### src/rtl/data_packing.sv
// Posit encoder: packs sign/regime/exponent/fraction fields into an N-bit posit
// with round-to-nearest-even, through a two-stage valid/ready pipeline.
module data_packing #(
  parameter int N  = 8,
  parameter int ES = 4,
  parameter int RS = $clog2(N)
) (
  input  logic                 clk,
  input  logic                 rst_n,
  input  logic                 in_valid,
  output logic                 in_ready,
  input  logic                 Sign,
  input  logic signed [RS+1:0] RegimeValue,
  input  logic [ES-1:0]        Exponent,
  input  logic [N-3-ES:0]      Mantissa,
  input  logic                 zero,
  input  logic                 inf,
  output logic [N-1:0]         Out,
  output logic                 out_valid,
  input  logic                 out_ready
);

  localparam int W = 2 * N;

  logic         ld1, ld2;
  logic         v1_q, v2_q;
  logic         sign1_q, zero1_q, inf1_q;
  logic [W-1:0] tail_w, str_d, str_q;
  logic [N-1:0] out_d, out_q;
  logic [N-2:0] mag, mag_r;
  logic [N-1:0] rnd_sum, pos;
  logic         guard, sticky, rnd_up;
  int           k_s1;

  assign ld2       = !v2_q || out_ready;
  assign ld1       = !v1_q || ld2;
  assign in_ready  = !rst_n || ld1;
  assign out_valid = v2_q;
  assign Out       = out_q;

  assign tail_w = {Exponent, Mantissa, {(W-N+2){1'b0}}};

  // Saturated regimes are folded into a string that rounds to maxpos/minpos,
  // so stage 2 needs no separate saturation flags.
  always_comb begin
    k_s1  = int'(RegimeValue);
    str_d = '0;
    if (k_s1 > N - 2)
      str_d = {{(N-1){1'b1}}, {(W-N+1){1'b0}}};
    else if (k_s1 < -(N - 2))
      str_d = {{(N-2){1'b0}}, 1'b1, {(W-N+1){1'b0}}};
    else if (k_s1 >= 0)
      str_d = ~({W{1'b1}} >> (k_s1 + 1)) | (tail_w >> (k_s1 + 2));
    else
      str_d = {1'b1, tail_w[W-1:1]} >> (-k_s1);
  end

  always_comb begin
    mag     = str_q[W-1 -: N-1];
    guard   = str_q[W-N];
    sticky  = |str_q[W-N-1:0];
    rnd_up  = guard && (sticky || mag[0]);
    rnd_sum = {1'b0, mag} + {{(N-1){1'b0}}, rnd_up};
    mag_r   = rnd_sum[N-1] ? {(N-1){1'b1}} : rnd_sum[N-2:0];
    pos     = {1'b0, mag_r};
    out_d   = sign1_q ? -pos : pos;
    if (zero1_q) out_d = '0;
    if (inf1_q)  out_d = {1'b1, {(N-1){1'b0}}};
  end

  always_ff @(posedge clk) begin
    if (!rst_n) begin
      v1_q    <= 1'b0;
      v2_q    <= 1'b0;
      str_q   <= '0;
      sign1_q <= 1'b0;
      zero1_q <= 1'b0;
      inf1_q  <= 1'b0;
      out_q   <= '0;
    end else begin
      if (ld1) begin
        v1_q <= in_valid;
        if (in_valid) begin
          str_q   <= str_d;
          sign1_q <= Sign;
          zero1_q <= zero;
          inf1_q  <= inf;
        end
      end
      if (ld2) begin
        v2_q <= v1_q;
        if (v1_q) out_q <= out_d;
      end
    end
  end

endmodule

### config.mk
export PLATFORM = sky130hd
export DESIGN_NAME = data_packing
export DESIGN_NICKNAME = d
export VERILOG_FILES = /design/src/rtl/data_packing.sv
export SDC_FILE = /design/constraint.sdc
export NUM_CORES = 1
export LEC_CHECK = 0
export BUFFER_PORTS_ARGS = -buffer_cell sky130_fd_sc_hd__buf_4
export CORE_UTILIZATION = 57
export CTS_BUF_LIST = sky130_fd_sc_hd__clkbuf_16
export DETAILED_ROUTE_END_ITERATION = 6
export PLACE_DENSITY = 0.77
export SLEW_MARGIN = 20
export SYNTH_ARGS = -nofsm -noshare
export SYNTH_HDL_FRONTEND = slang
export SYNTH_SLANG_ARGS = --single-unit
### constraint.sdc
create_clock -name clk -period 4.1 [get_ports clk]
set_input_delay 0.41 -clock clk [delete_from_list [all_inputs] [get_ports clk]]
set_output_delay 0.41 -clock clk [all_outputs]
set_load 0.005 [all_outputs]
Word level (Yosys, flattened, before mapping) --
Index checks and enable logic that the tools add are counted.
Storage, ports and cells: register bits 29, bits of input ports 18, logic and storage cells 38
Cells by class: add/sub/neg operators 5, magnitude comparators 3, shifts and indexed selects 3, mux-type cells 7, bitwise logic cells 2, reduce and logical (&&, ||, !) cells 11
Operators by type and width (number):
- >> shifter 16 x 32 -> 16 bit | 2
- 2-to-1 mux 16 bit | 3
- negator 5 -> 32 bit | 1
- >> shifter 16 x 32 -> 16 bit (first input constant) | 1
- 2-to-1 mux 8 bit | 3
- inverter 16 bit | 1
- OR 16 bit | 1
- adder 7 x 1 -> 8 bit | 1
- negator 7 -> 8 bit | 1
- OR reduction 8 bit | 1
- 2-to-1 mux 7 bit | 1
- adder 5 x 2 -> 6 bit (second input constant) | 1
- adder 5 x 3 -> 6 bit (second input constant) | 1
- >= comparator 5 x 1 -> 1 bit (second input constant) | 1
- greater-than comparator 5 x 4 -> 1 bit (second input constant) | 1
- < comparator 5 x 4 -> 1 bit (second input constant) | 1
- logical OR 1 bit | 4
- AND reduction 2 bit | 2
- zero test 1 bit | 3
- logical AND 1 bit | 1

Longest topological paths before layout --
Gate-level depths: netlist of run 1.
word-level depth 9, depth in mapped cells 13, mapped depth without buffers 11

Least setup slack after synthesis of run 1 --
Ideal clock, no wire load.
path kind in2reg, start point input port RegimeValue[0], end point register str_q[15], setup time 0.060 ns, arrival time 3.261 ns, data required time 4.040 ns, setup slack 0.779 ns, stages 13, path buffers 3, cell sequence buf_2 > buf_2 > inv_1 > ha_1 > nand3_1 > ha_1 > or4_4 > or4_1 > buf_2 > nor3_4 > a21oi_2 > a311oi_1 > o221a_1
On the way: word-level cells in the longest chain between the ends 7, elaborated cells between the ends (all ways) 14, those cells by class 3 x add/sub; 3 x order compare; 3 x shift; 3 x mux; 2 x bitwise
RTL lines:
- from (decl) | line 13 | input logic signed [RS+1:0] RegimeValue,
- adder 5 x 2 -> 6 bit | line 53 | str_d = ~({W{1'b1}} >> (k_s1 + 1)) | (tail_w >> (k_s1 + 2));
- >> shifter 16 x 32 -> 16 bit | line 53
- inverter 16 bit | line 53
- OR 16 bit | line 53
- 2-to-1 mux 16 bit | line 52 | else if (k_s1 >= 0)
- 2-to-1 mux 16 bit | line 50 | else if (k_s1 < -(N - 2))
- 2-to-1 mux 16 bit * | line 48 | if (k_s1 > N - 2)
- to (signal assigned) | line 84 | str_q <= str_d;
- to (decl) | line 28 | logic [W-1:0] tail_w, str_d, str_q;
Every way passes the cells marked *; elsewhere a longest branch is shown, timed or not. A chain may end at the register's enable or synchronous reset.

Worst setup path in the final report of run 1 --
start point input port RegimeValue[1], end point register str_q[15]
The elaborated chain is that of the path after synthesis.

==> results of run 1 <==
critical path: stages:
cell	delay [ns]
buf_4	0.19
inv_1	0.17
ha_1	0.24
nor2b_4	0.22
nand2_1	0.08
ha_1	0.20
or4_4	0.49
or4_1	0.66
nor3_4	0.22
a21oi_2	0.08
a311oi_1	0.27
o221a_1	0.22
layer usage:
layer / track usage / routed length [um] / vias up
li1: - / - / 1604
met1: 0.498 / 3900 / 1499
met2: 0.477 / 3750 / 197
met3: 0.0772 / 955 / 26
met4: 0.0755 / 151 / 0
met5: 0 / 0 / -
area by class of cell:
cell class                 count  area [um^2]  share of cell area
clock buffer                   5          125              0.0373
clock inverter                 3         37.5              0.0112
inverter                      12         45.0              0.0134
multi-input combinational    353         2250               0.673
sequential                    29          581               0.173
tap                           67         83.8              0.0250
timing repair buffer          30          225              0.0672
kinds of logic after synthesis:
kind of cell	count (synthesis)
simple gates	164
compound gates	142
buf+inv	39
flops	29
mux	19
xor+xnor	15
fa+ha+maj	13
sequential cells by signal, indices dropped and copies added, names as in the netlist:
| name | count |
|---|---|
| inf1_q | 1 |
| str_q | 16 |
| v1_q | 1 |
| Out | 8 |
| zero1_q | 1 |
| out_valid | 1 |
| sign1_q | 1 |
where the power goes:
part / leakage [nW] / switching [mW] / total (mW) / internal (mW)
sequential: 0.237 / 0.0192 / 0.317 / 0.297
combinational: 1.03 / 0.181 / 0.292 / 0.112
clock: 0.0826 / 0.126 / 0.408 / 0.282
total: 1.35 / 0.327 / 1.02 / 0.691
synth_stat cells, drive strengths merged (12+ instances only):
cell type	number
dfxtp	29
nor3	16
a21oi	40
clkbuf	17
nor2	31
nand3	16
ha	13
mux2i	13
inv	12
o21ai	33
nand2	47
final timing paths:
path,slack (ns),endpoint
min reg2reg,0.46,Out[0]
min,0.36,v1_q
max reg2reg,1.85,Out[6]
max,0.87,str_q[15]
metrics by stage:
step	hold slack (ns)	worst slack, ns	instances	total power, mW
6_report	0.364	0.874	499	1.02
3_3_place_gp	0.438	0.777	491	0.601
3_5_place_dp	0.454	0.601	491	0.602
5_1_grt	0.375	0.753	499	1.06
4_1_cts	0.367	0.909	499	1.01
2_1_floorplan	0.425	0.779	421	0.523
==> results.tsv, run 1 <==
metric	value	unit
status	complete, no violations	
Pre-antenna DRT Iters	6	
CTS buffer count	5	
worst slew pin tran	0.804	ns
first-pass GRT wire length	13900	um
Critical Path Fanout Max	24	
Clk Latency, worst-skew pair	0.28	ns
share of the synthesized area in the top cell type	0.194	
RSZ-0062 raised after global routing	false	
R2R depth	9	
Final Cell Area	3350	um^2
via/cell ratio	6.67	
final core utilization	0.687	
WP data required	4.32	ns
CP Launch Point	RegimeValue[1]	
Slew Viols, Final	0	
reg-to-reg startpoint	str_q[0]	
final net count	462	
diodes inserted	0	
hpwl dp	6580	um
most common cell after layout, fill and taps aside	nand2_1	
Final Routed Wirelength	8750	um
number of synthesized flops with an enable pin	0	
Fillers	468	
Area contributors post-synth	dfxtp_1 (19%), a21oi_1 (6.5%), nand2_1 (5.9%)	
setup TNS	0	ns
number of H-tree levels	2	
combinational family with the most area after synthesis	compound AO/OA/AOI/OAI gates	
Leakage Power	1.35	nW
Distinct cells, synth	62	
synth warn	0	
mapped cell area	2990	um^2
GRT overflow	0	
Initial Util	0.612	
fmax	310	MHz
Placer Congestion	0.965	
Die Y	74.4	um
top-level I/O count	28	
Synth Net Count	452	
CTS Hold Bufs	0	
Synth Area per Inst	7.10	um^2
Post-Synth Adder-Cell Area	0.0544	
crit path kind	in2reg	
layout cells sized above 1	0.120	
count of final hold-check violations	0	
number of remaining DRC errors	0	
Post-DP Area	3190	um^2
DR vias	3326	
headroom to the max-slew limit	0.462	
clock input transition at the sequential cells of the worst setup and hold paths	0.05	ns
Total GRT Usage	0.332	
Min Clock Period, post-route	3.23	ns
vias in the first global route	2807	
mux share of post-synthesis cell area	0.0662	
Hold/Removal Path Class	in2reg	
post-synthesis compound-gate area fraction	0.312	
CP endpoint kind	register	
Post-Synth Simple-Gate Area	0.277	
Iteration-0 DRC Markers	398	
largest net degree at the start of global routing	36	
TritonCTS clock tree	built	
max_cap viols	0	
final setup violation count	0	
setup bufs post-CTS	0	
antenna-violating nets left	0	
share of synthesized registers carrying an async set or reset	0	
hold-critical path depth	3	
Synth Area in XOR/XNOR	0.0440	
final period utilization	0.787	
root buffer cell	clkbuf_16	
Worst Path Arrival	3.44	ns
Mapped Cells	421	
pwr dens	304	nW/um^2
Max clock buf depth	2	
# rows	25	
hold path start	in_valid	
Core Area	4880	um^2
largest area contributor in the netlist	dfxtp_1	
Layout area overhead	12.1	%
Worst Clk Skew	0.00394	ns
average wire per standard cell	17.5	um
most frequent cells in the layout	nand2_1 (47), a21oi_1 (39), o21ai_0 (33), nor2_1 (31), buf_4 (30)	
IO buf count	27	
Sink Count	29	
Synth Flop Type	dfxtp_1	
cts repair resizes	0	
die area	5540	um^2
#FFs+latches synth	29	
die width	74.4	um
initial antenna violation count	0	
CP Launch Type	primary input	
worst-case vdd ir drop	252	uV
Seq/Total Area, Yosys	0.194	
(Power assumes the default switching activity.)
==> run 2: changes to the inputs <==
CORE_UTILIZATION = 55   (was 57)
PLACE_DENSITY = 0.78   (was 0.77)
clock period = 2.6 ns   (was 4.1 ns; I/O delays follow)
==> results.tsv, run 2 (synthesis results as in run 1) <==
metric	value	unit
headroom to the max-slew limit	0.529	
diodes inserted	0	
first-pass GRT wire length	14400	um
Iteration-0 DRC Markers	565	
via/cell ratio	6.67	
average wire per standard cell	17.8	um
max reg flops	16	
Max clock buf depth	2	
worst slew pin tran	0.698	ns
hold path start	in_valid	
number of H-tree levels	2	
max_cap viols	0	
fmax	401	MHz
hpwl dp	7040	um
CP Launch Type	primary input	
CP endpoint kind	register	
final net count	487	
count of final hold-check violations	0	
die width	75.7	um
Leakage Power	1.47	nW
Min Hold Slack	0.220	ns
setup bufs post-CTS	0	
worst-case vdd ir drop	373	uV
vias in the first global route	3011	
Sink Count	29	
most frequent cells in the layout	buf_4 (55), nand2_1 (47), a21oi_1 (39), o21ai_0 (33), nor2_1 (30)	
Min Clock Period, post-route	2.50	ns
Layout area overhead	20.8	%
largest net degree at the start of global routing	24	
clock input transition at the sequential cells of the worst setup and hold paths	0.05	ns
Top reg by flops	str_q	
Critical Path Fanout Max	23	
final core utilization	0.698	
Placer Congestion	0.998	
Final Routed Wirelength	9370	um
die area	5730	um^2
TritonCTS clock tree	built	
CTS buffer count	5	
Worst Clk Skew	0.00449	ns
slowest CP cell	o311ai_0	
most frequent CP cell	buf_4	
pwr dens	459	nW/um^2
Cell Chain, Critical Path	buf_4, buf_4, ha_1, a21boi_0, o22ai_1, and2_1, nand2_1, o311ai_0, and3_1	
Slew Viols, Final	0	
status	complete, no violations	
initial antenna violation count	0	
Clk Latency, worst-skew pair	0.27	ns
Pre-antenna DRT Iters	5	
Hold/Removal Path Class	in2reg	
DR vias	3511	
root buffer cell	clkbuf_16	
crit path kind	in2reg	
CP max stage delay	0.64	ns
CP Launch Point	RegimeValue[1]	
cts repair resizes	0	
WP data required	2.82	ns
placed cells	519	
reg-to-reg startpoint	str_q[0]	
final setup violation count	0	
RSZ-0062 raised after global routing	false	
Worst Path Arrival	2.71	ns
number of remaining DRC errors	0	
Die Y	75.7	um
top-level I/O count	28	
CTS Hold Bufs	0	
# rows	26	
Initial Util	0.578	
antenna-violating nets left	0	
layout cells sized above 1	0.193	
final period utilization	0.960	
GRT overflow	0	
most common cell after layout, fill and taps aside	buf_4	
Total GRT Usage	0.338	
IO buf count	27	
Core Area	5170	um^2
non-filler instance count after layout	526	
run 2: per-stage QoR:
| step | total power [mW] | TNS [ns] | setup slack [ns] | cell area, um^2 |
|---|---|---|---|---|
| after floorplan | 0.847 | -0.399 | -0.213 | 3130 |
| after global placement | 0.996 | -0.280 | -0.101 | 3450 |
| after detailed placement | 1.01 | -0.809 | -0.186 | 3450 |
| after CTS | 1.65 | 0 | 0.0802 | 3610 |
| after global routing | 1.73 | 0 | 0.00716 | 3610 |
| final | 1.66 | 0 | 0.103 | 3610 |
run 2: final timing paths:
path / slack, ns / to / depth (start not counted)
max: 0.10 / str_q[6] / 9
min: 0.22 / v1_q / 3
max reg2reg: 0.28 / Out[6] / 9
min reg2reg: 0.45 / Out[5] / 2
run 2: layout make-up:
class | count | area, um^2
repair buffers | 55 | 413
multi-input cells | 353 | 2300
clock inverters | 2 | 35.0
clock buffers | 5 | 125
fillers | 438 | 1560
inverters | 12 | 62.6
well taps | 70 | 87.6
flip-flops and latches | 29 | 581
run 2: layer usage:
| layer | vias to the layer above | wire [um] | global-route usage |
|---|---|---|---|
| li1 | 1645 | - | - |
| met1 | 1642 | 4070 | 0.486 |
| met2 | 199 | 4050 | 0.498 |
| met3 | 25 | 1060 | 0.0833 |
| met4 | 0 | 195 | 0.103 |
| met5 | - | 0 | 0 |
run 2: where the power goes:
part	internal, mW	total, mW	switching (mW)
combinational	0.214	0.521	0.307
clock	0.443	0.638	0.195
sequential	0.469	0.498	0.0287
run 2: critical path: cells and delay by family:
kind	cells	cell delay [ns]
AO/OA/AOI/OAI	3	1.12
buffers and inverters	2	0.34
adder cells (fa/ha/maj)	1	0.33
AND/OR/NAND/NOR	3	0.65
==> run 3: changes to the inputs <==
REMOVE_ABC_BUFFERS = 1   (was not set)
==> results.tsv, run 3 (synthesis results as in run 1) <==
metric	value	unit
final net count	499	
setup TNS	0	ns
Top Layer Used	met4	
non-filler instance count after layout	539	
via/cell ratio	6.64	
most frequent cells in the layout	buf_4 (66), nand2_1 (47), a21oi_1 (38), o21ai_0 (33), nor2_1 (31)	
Slew Viols, Final	0	
CP endpoint kind	register	
Initial Util	0.578	
headroom to the max-slew limit	0.593	
Iteration-0 DRC Markers	507	
max_cap viols	0	
initial antenna violation count	0	
hpwl dp	7190	um
sw frac	0.323	
TritonCTS clock tree	built	
crit path kind	in2reg	
Power Internal	1.14	mW
Final Routed Wirelength	9660	um
Top reg by flops	str_q	
IO buf count	27	
# rows	26	
Max clock buf depth	2	
WP data required	2.83	ns
clock share of power	0.386	
Pre-antenna DRT Iters	5	
Worst Clk Skew	0.00528	ns
Worst Path Arrival	2.80	ns
vias in the first global route	3056	
top-level I/O count	28	
placed cells	530	
count of final hold-check violations	0	
reg-to-reg startpoint	str_q[4]	
number of H-tree levels	2	
worst-case vdd ir drop	537	uV
diodes inserted	0	
Min Clock Period, post-route	2.57	ns
largest net degree at the start of global routing	35	
average wire per standard cell	17.9	um
Sink Count	29	
Layout area overhead	23.7	%
metal2 WL	4300	um
CTS buffer count	5	
metal3 WL	931	um
dpl ws	-0.317	ns
number of remaining DRC errors	0	
GRT overflow	0	
fin worst setup slack	0.0285	ns
Die Y	75.7	um
DR vias	3581	
hold path start	in_valid	
first-pass GRT wire length	14800	um
root buffer cell	clkbuf_16	
CP Launch Type	primary input	
NetSw	0.546	mW
Hold/Removal Path Class	in2reg	
most common cell after layout, fill and taps aside	buf_4	
Leakage Power	1.53	nW
antenna-violating nets left	0	
Critical Path Fanout Max	4	
Clk Latency, worst-skew pair	0.28	ns
CP Launch Point	RegimeValue[3]	
final period utilization	0.989	
die width	75.7	um
Total GRT Usage	0.343	
DRT met1 WL	4190	um
Placer Congestion	0.958	
clock input transition at the sequential cells of the worst setup and hold paths	0.05	ns
worst slew pin tran	0.608	ns
Core Area	5170	um^2
layout cells sized above 1	0.215	
final setup violation count	0	
fmax	389	MHz
share of total power in combinational logic	0.318	
Min Hold Slack	0.214	ns
pwr dens	457	nW/um^2
status	complete, no violations	
die area	5730	um^2
Flop pwr share	0.296	
max reg flops	16	
==> run 3: power groups by stage <==
stage	clock [mW]	sequential [mW]	combinational (mW)
finish	0.652	0.500	0.538
global route	0.679	0.502	0.580
CTS	0.652	0.498	0.506
detailed placement	0	0.506	0.502
global placement	0	0.505	0.495
floorplan	0	0.498	0.297
==> run 3: routing by layer <==
metal / GRT usage / up-vias
met5: 0 / -
met3: 0.0926 / 29
met4: 0.0926 / 0
li1: - / 1671
met1: 0.497 / 1674
met2: 0.499 / 207
==> run 3: path summary, 6_finish.rpt <==
path	slack (ns)	cells after the start	endpoint
worst max-delay path	0.03	10	str_q[15]
worst min-delay path	0.21	3	v1_q
worst max register to register	0.37	9	Out[6]
worst min register to register	0.46	2	Out[2]
==> run 3: cell type report <==
type	instances	area, um^2
clock inverter	3	41.3
sequential	29	581
clock buffer	5	125
fill	421	1480
tap	70	87.6
timing repair buffer	67	507
inverter	12	50.0
multi-input combinational	353	2300
==> run 3: through the flow <==
step / instance area [um^2] / power, mW / utilization
global placement: 3460 / 0.999 / 0.669
CTS: 3630 / 1.66 / 0.702
detailed placement: 3460 / 1.01 / 0.669
floorplan: 2880 / 0.795 / -
global route: 3690 / 1.76 / 0.714
finish: 3690 / 1.69 / 0.714
==> run 3: what timing repair did <==
action / CTS / global route
hold buffers: 0 / 0
pin swaps: 2 / 11
endpoints found under the hold margin: 0 / 0
setup endpoints to repair: 4 / 9
resized for setup: 1 / 15
setup buffers: 0 / 1
==> run 3: critical path, cell delays in order <==
cell	delay, ns
buf_4	0.13
nor2_1	0.21
nand3_1	0.14
ha_1	0.22
or4_4	0.53
or4_4	0.52
nor3_4	0.26
a21oi_2	0.09
a311oi_1	0.21
o221a_1	0.22
